### config.mk
export PLATFORM = sky130hd
export DESIGN_NAME = mc_ctrl_flat
export DESIGN_NICKNAME = d
export VERILOG_FILES = /design/src/rtl/mc_ctrl_if.sv /design/src/rtl/mc_ctrl.sv /design/src/flat_wrapper.sv
export SDC_FILE = /design/constraint.sdc
export NUM_CORES = 1
export LEC_CHECK = 0
export CORE_MARGIN = 2
export CORE_UTILIZATION = 40
export CTS_CLUSTER_DIAMETER = 30
export DETAILED_ROUTE_END_ITERATION = 8
export GPL_ROUTABILITY_DRIVEN = 0
export GPL_TIMING_DRIVEN = 0
export PLACE_DENSITY = 0.74
export SETUP_SLACK_MARGIN = 0.3
export SYNTH_ARGS = -nofsm -noshare
export SYNTH_HDL_FRONTEND = slang
export SYNTH_SLANG_ARGS = --single-unit
### constraint.sdc
create_clock -name clk -period 1.7 [get_ports clk]
set_clock_uncertainty 0.05 [all_clocks]
set_input_delay 0.17 -clock clk [delete_from_list [all_inputs] [get_ports clk]]
set_output_delay 0.17 -clock clk [all_outputs]
set_load 0.1 [all_outputs]
### src/rtl/mc_ctrl_if.sv
// mc_ctrl_if: bundle between the multicycle main controller and the MCCPU
// datapath.
//   Decode inputs  : Op, Funct (IR fields), Zero (ALU flag), mem_rdy (memory done)
//   Control outputs: PCWrite, NPCOp, IorD, MemRd, DMWr, IRWrite, RFWr, GPRSel,
//                    WDSel, EXTOp, ALUSrcA, ALUSrcB, ALUOp, retire, illegal
// The master modport is the controller; the slave modport is the datapath.
interface mc_ctrl_if;
  logic [5:0] Op;
  logic [5:0] Funct;
  logic       Zero;
  logic       mem_rdy;

  logic       PCWrite;
  logic [1:0] NPCOp;
  logic       IorD;
  logic       MemRd;
  logic       DMWr;
  logic       IRWrite;
  logic       RFWr;
  logic [1:0] GPRSel;
  logic [1:0] WDSel;
  logic       EXTOp;
  logic [1:0] ALUSrcA;
  logic [1:0] ALUSrcB;
  logic [3:0] ALUOp;
  logic       retire;
  logic       illegal;

  modport master (
    input  Op, Funct, Zero, mem_rdy,
    output PCWrite, NPCOp, IorD, MemRd, DMWr, IRWrite, RFWr, GPRSel, WDSel,
           EXTOp, ALUSrcA, ALUSrcB, ALUOp, retire, illegal
  );

  modport slave (
    output Op, Funct, Zero, mem_rdy,
    input  PCWrite, NPCOp, IorD, MemRd, DMWr, IRWrite, RFWr, GPRSel, WDSel,
           EXTOp, ALUSrcA, ALUSrcB, ALUOp, retire, illegal
  );
endinterface

### src/rtl/mc_ctrl.sv
// mc_ctrl: multicycle main controller for the MCCPU. Steps each instruction
// through IF/ID/EXE/MEM/WB, driving the shared ALU, register file, IR/PC and
// unified memory. Waits in IF and MEM until mem_rdy, pulses retire on an
// instruction's last cycle and illegal when ID sees an unsupported encoding.
//   clk  : clock, rising edge
//   rst  : synchronous active-high reset (returns to IF, masks all enables)
//   bus  : mc_ctrl_if.master, decode inputs in, control outputs out
// Outputs are combinational from state, Op, Funct, Zero and mem_rdy.
module mc_ctrl #(
  parameter int PC_INC = 4
) (
  input logic       clk,
  input logic       rst,
  mc_ctrl_if.master bus
);

  localparam logic [3:0] ALU_NOP  = 4'd0,  ALU_ADD  = 4'd1,  ALU_SUB  = 4'd2,
                         ALU_AND  = 4'd3,  ALU_OR   = 4'd4,  ALU_XOR  = 4'd5,
                         ALU_NOR  = 4'd6,  ALU_SLT  = 4'd7,  ALU_SLTU = 4'd8,
                         ALU_SLL  = 4'd9,  ALU_SRL  = 4'd10, ALU_SRA  = 4'd11,
                         ALU_SLLV = 4'd12, ALU_SRLV = 4'd13, ALU_SRAV = 4'd14,
                         ALU_LUI  = 4'd15;

  // ALUSrcB=01 selects a hard-wired increment in the datapath; the IF sequence
  // here only makes sense when that constant is one instruction word.
  if (PC_INC != 4) begin : gBadPcInc
    $error("mc_ctrl assumes PC_INC == 4");
  end

  typedef enum logic [2:0] {
    S_IF = 3'd0, S_ID = 3'd1, S_EXE = 3'd2, S_MEM = 3'd3, S_WB = 3'd4
  } state_t;

  state_t state_q, state_d;

  logic       rAlu, rShift, rJr, rJalr;
  logic       opJ, opJal, opBr, opLw, opSw, opIAlu, iSigned, legal;
  logic [3:0] rAluOp, iAluOp;

  logic       pcWrite, iorD, memRd, dmWr, irWrite, rfWr, extOp, retire, illegal;
  logic [1:0] npcOp, gprSel, wdSel, aluSrcA, aluSrcB;
  logic [3:0] aluOp;

  // Instruction decode. SRA deliberately maps to ALU_SRAV: the shamt is routed
  // into the A port, so the variable-shift unit does the work.
  always_comb begin
    rAlu   = 1'b0;
    rShift = 1'b0;
    rAluOp = ALU_NOP;
    case (bus.Funct)
      6'h20, 6'h21: begin rAlu = 1'b1; rAluOp = ALU_ADD;  end
      6'h22, 6'h23: begin rAlu = 1'b1; rAluOp = ALU_SUB;  end
      6'h24:        begin rAlu = 1'b1; rAluOp = ALU_AND;  end
      6'h25:        begin rAlu = 1'b1; rAluOp = ALU_OR;   end
      6'h26:        begin rAlu = 1'b1; rAluOp = ALU_XOR;  end
      6'h27:        begin rAlu = 1'b1; rAluOp = ALU_NOR;  end
      6'h2A:        begin rAlu = 1'b1; rAluOp = ALU_SLT;  end
      6'h2B:        begin rAlu = 1'b1; rAluOp = ALU_SLTU; end
      6'h04:        begin rAlu = 1'b1; rAluOp = ALU_SLLV; end
      6'h06:        begin rAlu = 1'b1; rAluOp = ALU_SRLV; end
      6'h07:        begin rAlu = 1'b1; rAluOp = ALU_SRAV; end
      6'h00:        begin rShift = 1'b1; rAluOp = ALU_SLL;  end
      6'h02:        begin rShift = 1'b1; rAluOp = ALU_SRL;  end
      6'h03:        begin rShift = 1'b1; rAluOp = ALU_SRAV; end
      default:      ;
    endcase
    if (bus.Op != 6'h00) begin
      rAlu   = 1'b0;
      rShift = 1'b0;
    end
    rJr   = (bus.Op == 6'h00) && (bus.Funct == 6'h08);
    rJalr = (bus.Op == 6'h00) && (bus.Funct == 6'h09);

    opIAlu  = 1'b1;
    iSigned = 1'b0;
    iAluOp  = ALU_NOP;
    case (bus.Op)
      6'h08, 6'h09: begin iSigned = 1'b1; iAluOp = ALU_ADD;  end
      6'h0A:        begin iSigned = 1'b1; iAluOp = ALU_SLT;  end
      6'h0B:        begin iSigned = 1'b1; iAluOp = ALU_SLTU; end
      6'h0C:        iAluOp = ALU_AND;
      6'h0D:        iAluOp = ALU_OR;
      6'h0E:        iAluOp = ALU_XOR;
      6'h0F:        iAluOp = ALU_LUI;
      default:      opIAlu = 1'b0;
    endcase

    opJ   = (bus.Op == 6'h02);
    opJal = (bus.Op == 6'h03);
    opBr  = (bus.Op == 6'h04) || (bus.Op == 6'h05);
    opLw  = (bus.Op == 6'h23);
    opSw  = (bus.Op == 6'h2B);
    legal = rAlu | rShift | rJr | rJalr | opIAlu | opJ | opJal | opBr | opLw | opSw;
  end

  // Per-state control generation and next-state selection. Everything not set
  // in a state stays 0 (ALUOp stays NOP).
  always_comb begin
    pcWrite = 1'b0;  npcOp   = 2'b00; iorD    = 1'b0;  memRd   = 1'b0;
    dmWr    = 1'b0;  irWrite = 1'b0;  rfWr    = 1'b0;  gprSel  = 2'b00;
    wdSel   = 2'b00; extOp   = 1'b0;  aluSrcA = 2'b00; aluSrcB = 2'b00;
    aluOp   = ALU_NOP; retire = 1'b0; illegal = 1'b0;
    state_d = S_IF;
    case (state_q)
      S_IF: begin
        memRd   = 1'b1;
        aluSrcB = 2'b01;
        aluOp   = ALU_ADD;
        irWrite = bus.mem_rdy;
        pcWrite = bus.mem_rdy;
        state_d = bus.mem_rdy ? S_ID : S_IF;
      end
      S_ID: begin
        // Branch target PC+4+(imm<<2) is computed here while decode settles.
        aluSrcB = 2'b11;
        extOp   = 1'b1;
        aluOp   = ALU_ADD;
        if (!legal) begin
          illegal = 1'b1;
        end else if (opJ || opJal) begin
          pcWrite = 1'b1;
          npcOp   = 2'b10;
          retire  = 1'b1;
          if (opJal) begin
            rfWr   = 1'b1;
            gprSel = 2'b10;
            wdSel  = 2'b10;
          end
        end else begin
          state_d = S_EXE;
        end
      end
      S_EXE: begin
        if (rJr || rJalr) begin
          pcWrite = 1'b1;
          npcOp   = 2'b11;
          retire  = 1'b1;
          if (rJalr) begin
            rfWr  = 1'b1;
            wdSel = 2'b10;
          end
        end else if (rAlu || rShift) begin
          aluSrcA = rShift ? 2'b10 : 2'b01;
          aluOp   = rAluOp;
          state_d = S_WB;
        end else if (opIAlu) begin
          aluSrcA = 2'b01;
          aluSrcB = 2'b10;
          extOp   = iSigned;
          aluOp   = iAluOp;
          state_d = S_WB;
        end else if (opLw || opSw) begin
          aluSrcA = 2'b01;
          aluSrcB = 2'b10;
          extOp   = 1'b1;
          aluOp   = ALU_ADD;
          state_d = S_MEM;
        end else if (opBr) begin
          aluSrcA = 2'b01;
          aluOp   = ALU_SUB;
          npcOp   = 2'b01;
          pcWrite = (bus.Op == 6'h04) ? bus.Zero : !bus.Zero;
          retire  = 1'b1;
        end
      end
      S_MEM: begin
        // Request lines stay up for the whole access, including wait cycles.
        iorD = 1'b1;
        if (opLw) begin
          memRd   = 1'b1;
          state_d = bus.mem_rdy ? S_WB : S_MEM;
        end else if (opSw) begin
          dmWr    = 1'b1;
          retire  = bus.mem_rdy;
          state_d = bus.mem_rdy ? S_IF : S_MEM;
        end
      end
      S_WB: begin
        rfWr   = 1'b1;
        retire = 1'b1;
        gprSel = (bus.Op == 6'h00) ? 2'b00 : 2'b01;
        wdSel  = opLw ? 2'b01 : 2'b00;
      end
      default: state_d = S_IF;
    endcase
  end

  // State register; reset aborts whatever instruction is in flight.
  always_ff @(posedge clk) begin
    if (rst) state_q <= S_IF;
    else     state_q <= state_d;
  end

  // Enables are masked during reset; selects pass through unchanged.
  assign bus.PCWrite = pcWrite & ~rst;
  assign bus.IRWrite = irWrite & ~rst;
  assign bus.RFWr    = rfWr    & ~rst;
  assign bus.DMWr    = dmWr    & ~rst;
  assign bus.MemRd   = memRd   & ~rst;
  assign bus.retire  = retire  & ~rst;
  assign bus.illegal = illegal & ~rst;
  assign bus.NPCOp   = npcOp;
  assign bus.IorD    = iorD;
  assign bus.GPRSel  = gprSel;
  assign bus.WDSel   = wdSel;
  assign bus.EXTOp   = extOp;
  assign bus.ALUSrcA = aluSrcA;
  assign bus.ALUSrcB = aluSrcB;
  assign bus.ALUOp   = aluOp;

endmodule

### src/flat_wrapper.sv
// flat-port wrapper written by rule: the top's interface ports become plain ports
module mc_ctrl_flat 
#(
  parameter int PC_INC = 4
)
  (clk, rst, bus_Op, bus_Funct, bus_Zero, bus_mem_rdy, bus_PCWrite, bus_NPCOp, bus_IorD, bus_MemRd, bus_DMWr, bus_IRWrite, bus_RFWr, bus_GPRSel, bus_WDSel, bus_EXTOp, bus_ALUSrcA, bus_ALUSrcB, bus_ALUOp, bus_retire, bus_illegal);
  mc_ctrl_if bus_i ();
  input logic clk;
  input logic rst;
  input wire logic [$bits(bus_i.Op)-1:0] bus_Op;
  input wire logic [$bits(bus_i.Funct)-1:0] bus_Funct;
  input wire logic [$bits(bus_i.Zero)-1:0] bus_Zero;
  input wire logic [$bits(bus_i.mem_rdy)-1:0] bus_mem_rdy;
  output wire logic [$bits(bus_i.PCWrite)-1:0] bus_PCWrite;
  output wire logic [$bits(bus_i.NPCOp)-1:0] bus_NPCOp;
  output wire logic [$bits(bus_i.IorD)-1:0] bus_IorD;
  output wire logic [$bits(bus_i.MemRd)-1:0] bus_MemRd;
  output wire logic [$bits(bus_i.DMWr)-1:0] bus_DMWr;
  output wire logic [$bits(bus_i.IRWrite)-1:0] bus_IRWrite;
  output wire logic [$bits(bus_i.RFWr)-1:0] bus_RFWr;
  output wire logic [$bits(bus_i.GPRSel)-1:0] bus_GPRSel;
  output wire logic [$bits(bus_i.WDSel)-1:0] bus_WDSel;
  output wire logic [$bits(bus_i.EXTOp)-1:0] bus_EXTOp;
  output wire logic [$bits(bus_i.ALUSrcA)-1:0] bus_ALUSrcA;
  output wire logic [$bits(bus_i.ALUSrcB)-1:0] bus_ALUSrcB;
  output wire logic [$bits(bus_i.ALUOp)-1:0] bus_ALUOp;
  output wire logic [$bits(bus_i.retire)-1:0] bus_retire;
  output wire logic [$bits(bus_i.illegal)-1:0] bus_illegal;
  assign bus_i.Op = bus_Op;
  assign bus_i.Funct = bus_Funct;
  assign bus_i.Zero = bus_Zero;
  assign bus_i.mem_rdy = bus_mem_rdy;
  assign bus_PCWrite = bus_i.PCWrite;
  assign bus_NPCOp = bus_i.NPCOp;
  assign bus_IorD = bus_i.IorD;
  assign bus_MemRd = bus_i.MemRd;
  assign bus_DMWr = bus_i.DMWr;
  assign bus_IRWrite = bus_i.IRWrite;
  assign bus_RFWr = bus_i.RFWr;
  assign bus_GPRSel = bus_i.GPRSel;
  assign bus_WDSel = bus_i.WDSel;
  assign bus_EXTOp = bus_i.EXTOp;
  assign bus_ALUSrcA = bus_i.ALUSrcA;
  assign bus_ALUSrcB = bus_i.ALUSrcB;
  assign bus_ALUOp = bus_i.ALUOp;
  assign bus_retire = bus_i.retire;
  assign bus_illegal = bus_i.illegal;
  mc_ctrl #(.PC_INC(PC_INC)) u_core (.clk(clk), .rst(rst), .bus(bus_i));
endmodule
==> impl_metrics.env, run 1 <==
export IMPL_status="aborted with a tool error"
export IMPL_lastStage="clock tree synthesis (4_1_cts)"
export IMPL_error="[ERROR DPL-0038] Utilization greater than 100%, impossible to legalize"
export IMPL_die_h_um=52.4
export IMPL_syn_area_per_cell_um2=6.26
export IMPL_ys_types=48
export IMPL_h_tree_depth=1
export IMPL_rows=17
export IMPL_root_buffer="clkbuf_4"
export IMPL_synth_seq_area_share=0.0640
export IMPL_ios=39
export IMPL_place_hpwl_mm=2.62
export IMPL_die_x_um=52.4
export IMPL_synthCells=150
export IMPL_portBuffers=36
export IMPL_synthFlopType="dfxtp_1"
export IMPL_yosysTopAreaCellShare=0.0800
export IMPL_ys_warn_count=0
export IMPL_dpl_cell_area_um2=1640
export IMPL_syn_num_nets=166
export IMPL_postCtsSetupBuffers=42
export IMPL_initial_utilization=0.424
export IMPL_synth_area_leaders="nor2_1, a21oi_1, dfxtp_1"
export IMPL_ys_async_sr_fraction=0
export IMPL_hold_buffers=0
export IMPL_synth_area_leader_cell="nor2_1"
export IMPL_clock_path_buffers=2
export IMPL_ys_ff_latch=3
export IMPL_cts_resized=301
export IMPL_synth_edf_count=0
export IMPL_netlist_area_um2=938
export IMPL_cts_num_sinks=3
export IMPL_numCtsBuffers=3
## kinds of logic after synthesis
family	count (synthesis)	synth area share
compound gates	44	0.313
xor+xnor	3	0.0280
buf+inv	22	0.123
flops	3	0.0640
mux	2	0.0227
simple gates	76	0.449
## cells in the mapped netlist (2+ instances only)
cell type and number:
dfxtp_1 3, nand3_1 6, nor2_1 20, nand2b_1 6
clkbuf_1 7, nand3b_1 2, nor2b_1 3, nand2_1 13
and3_1 2, nand4b_1 3, a21oi_1 13, xor2_1 2
a21o_1 2, nor3_1 5, inv_1 6, nor4_1 2
nand4_1 2, o21bai_1 2, o22ai_1 2, buf_2 5
nor3b_1 4, o21ai_0 8, a31oi_1 5, buf_6 3
## per-stage QoR
step | hold slack, ps | utilization | setup WS [ps] | cells
2_1_floorplan | 266 | - | -909 | 150
3_5_place_dp | 560 | 0.743 | -1720 | 214
3_3_place_gp | 558 | 0.743 | -1700 | 214
==> inputs of run 2 (changes only) <==
- CORE_UTILIZATION: 40 -> 25
- CTS_CLUSTER_DIAMETER: 30 -> unset
- PLACE_DENSITY: 0.74 -> unset
- PLACE_DENSITY_LB_ADDON: unset -> 0.15
- SETUP_SLACK_MARGIN: 0.3 -> unset
==> run 2 against run 1 <==
Effect of this change: the flow now finishes, with violations (negative setup slack); synthesized cell count did not move; area after synthesis did not move.
==> impl_metrics.env, run 2 <==
export IMPL_status="finished, violations left"
export IMPL_violations="negative setup slack"
export IMPL_initialDrtViolationCount=55
export IMPL_critPathRequiredTime_ps=1480
export IMPL_reg2reg_slack_ps=180
export IMPL_reg2regPathDepth=6
export IMPL_ys_ff_latch=3
export IMPL_ys_async_sr_fraction=0
export IMPL_syn_num_nets=166
export IMPL_synthFlopType="dfxtp_1"
export IMPL_largestRegisters="u_core.state_q (3)"
export IMPL_grt_overflow=0
export IMPL_yosysTopAreaCellShare=0.0800
export IMPL_vdd_drop_max_mv=0.144
export IMPL_p_leak_nw=0.971
export IMPL_grt_usage=0.204
export IMPL_die_x_um=65.3
export IMPL_routedWlPerCell_um=16.3
export IMPL_synth_most_common_cell="nor2_1"
export IMPL_synth_area_leaders="nor2_1, a21oi_1, dfxtp_1"
export IMPL_h_tree_depth=1
export IMPL_clock_path_buffers=2
export IMPL_endpoint="bus_ALUSrcA[0]"
export IMPL_final_common_cell="buf_4"
export IMPL_grt_max_degree=11
export IMPL_post_route_util=0.661
export IMPL_fin_crit_sh=1.17
export IMPL_cap_violations=0
export IMPL_setup_worst_path_start="bus_Op[0]"
export IMPL_startpoint_type="primary input"
export IMPL_period_needed_ps=1990
export IMPL_drt_first_pass_iters=4
export IMPL_tightest_slew_ps=498
export IMPL_numCtsBuffers=3
export IMPL_dpl_cell_area_um2=1630
export IMPL_largest_register="u_core.state_q"
export IMPL_portBuffers=36
export IMPL_finalHoldViolCount=0
export IMPL_diodes=0
export IMPL_design_area_um2=2400
export IMPL_powerDensity_nw_per_um2=300
export IMPL_hold_ws_ps=339
export IMPL_netlist_area_um2=938
export IMPL_viasPerCell=5.31
export IMPL_timing_final_ws_setup_ps=-291
export IMPL_hold_depth=4
export IMPL_r2r_end="u_core.state_q[2]"
export IMPL_vias=1477
export IMPL_place_hpwl_mm=2.61
export IMPL_synth_seq_area_share=0.0640
export IMPL_ys_types=48
export IMPL_worstHoldPathType="primary input to register"
export IMPL_path_class="primary input to output pin"
export IMPL_largest_reg_flops=3
export IMPL_cts_num_sinks=3
export IMPL_ios=39
export IMPL_rsz0062_at_grt="true"
export IMPL_cp_arrival_ps=1770
export IMPL_dpl_cell_count=234
export IMPL_clk_latency_ps=220
export IMPL_grt_pass1_wl_mm=6.91
export IMPL_die_h_um=65.3
export IMPL_root_buffer="clkbuf_8"
export IMPL_setup_viol=15
export IMPL_coreArea_um2=3630
export IMPL_synthCells=150
export IMPL_synth_edf_count=0
export IMPL_cp_end_kind="output pin"
export IMPL_ys_warn_count=0
export IMPL_initial_utilization=0.258
export IMPL_syn2layout_area_growth_pct=156
export IMPL_synth_area_leader_cell="nor2_1"
export IMPL_rr_startpoint="u_core.state_q[1]"
export IMPL_drc_errors=0
export IMPL_fmax_mhz=502
export IMPL_antenna_found_initial=0
export IMPL_drv_slew=0
export IMPL_rows=22
export IMPL_die_area_um2=4260
export IMPL_maxSlewHeadroom=0.668
export IMPL_layout_common_cells="buf_4, buf_6, buf_12"
export IMPL_postRouteAntennaNets=0
export IMPL_dp_slack_ps=-1720
export IMPL_synth_common_cells="nor2_1, a21oi_1, nand2_1"
export IMPL_drive_gt1_frac=0.670
export IMPL_cts_tree="done"
export IMPL_grt_pass1_vias=1448
export IMPL_hold_buffers=0
export IMPL_instances_no_fill=278
export IMPL_syn_area_per_cell_um2=6.26
export IMPL_layout_nets=247
export IMPL_postRouteWirelength_mm=4.53
export IMPL_clk_pin_slew_worst_paths_ps=30
export IMPL_crit_fanout=4
-- run 2: cell counts after synthesis --
No cell type changed its count.
-- run 2: final cells by class --
| type | instances | area, µm² |
|---|---|---|
| timing repair buffer | 79 | 882 |
| sequential | 3 | 66.3 |
| inverter | 6 | 26.3 |
| fill | 298 | 1230 |
| multi-input combinational | 125 | 1180 |
| clock buffer | 4 | 45.0 |
| tap | 48 | 60.1 |
| buffer | 13 | 143 |
-- run 2: kinds of logic after synthesis --
group                     count (synthesis)  synth area share
buffers and inverters                    22             0.123
xor gates and xnor gates                  3            0.0280
DFF                                       3            0.0640
muxes                                     2            0.0227
and+or+nand+nor                          76             0.449
AOI/OAI and AO/OA                        44             0.313
-- run 2: what timing repair did --
item	CTS	global route
cloned	2	0
resized for setup	271	30
endpoints found under the setup margin	26	21
buffers inserted	32	10
pin swaps	27	19
-- run 2: worst min path at each step --
stage / from / end / slack, ps
after floorplan: bus_mem_rdy / u_core.state_q[2] / 270
after global placement: bus_Op[4] / u_core.state_q[2] / 570
after detailed placement: bus_Op[4] / u_core.state_q[2] / 550
after CTS: bus_Op[4] / u_core.state_q[0] / 320
after global routing: bus_Op[4] / u_core.state_q[0] / 360
final: bus_Op[4] / u_core.state_q[0] / 340
-- run 2: power breakdown --
part | leakage [nW] | total [mW] | internal, mW | switching [mW]
clock network | 0.0228 | 0.209 | 0.160 | 0.0492
logic | 0.923 | 0.434 | 0.188 | 0.246
registers | 0.0261 | 0.0778 | 0.0723 | 0.00554
-- run 2: critical path: stages --
cell and delay, ps:
buf_8 100, nor4_4 380, nand2_4 120, a211oi_4 380, buf_6 170, nor2_4 40, nor3b_4 210, buf_12 200
-- run 2: layer usage --
layer,global-route usage,up-vias,part of all wire
met5,0,-,0
met4,0.0547,0,0.025
met3,0.0240,11,0.046
met2,0.338,53,0.50
met1,0.278,711,0.43
li1,-,702,-
-- run 2: metrics by stage --
stage | power (mW) | TNS (ps)
after floorplan | 0.302 | -7490
after global placement | 0.385 | -31570
after detailed placement | 0.388 | -31730
after CTS | 0.689 | -1620
after global routing | 0.752 | -3180
final | 0.721 | -2430
Note: power is estimated with default switching activity, not from simulation.
==> inputs of run 3 (changes only) <==
- ABC_CLOCK_PERIOD_IN_PS: unset -> 1700
==> results of run 3 <==
Final layout, timing and power as in run 2 (identical DEF).
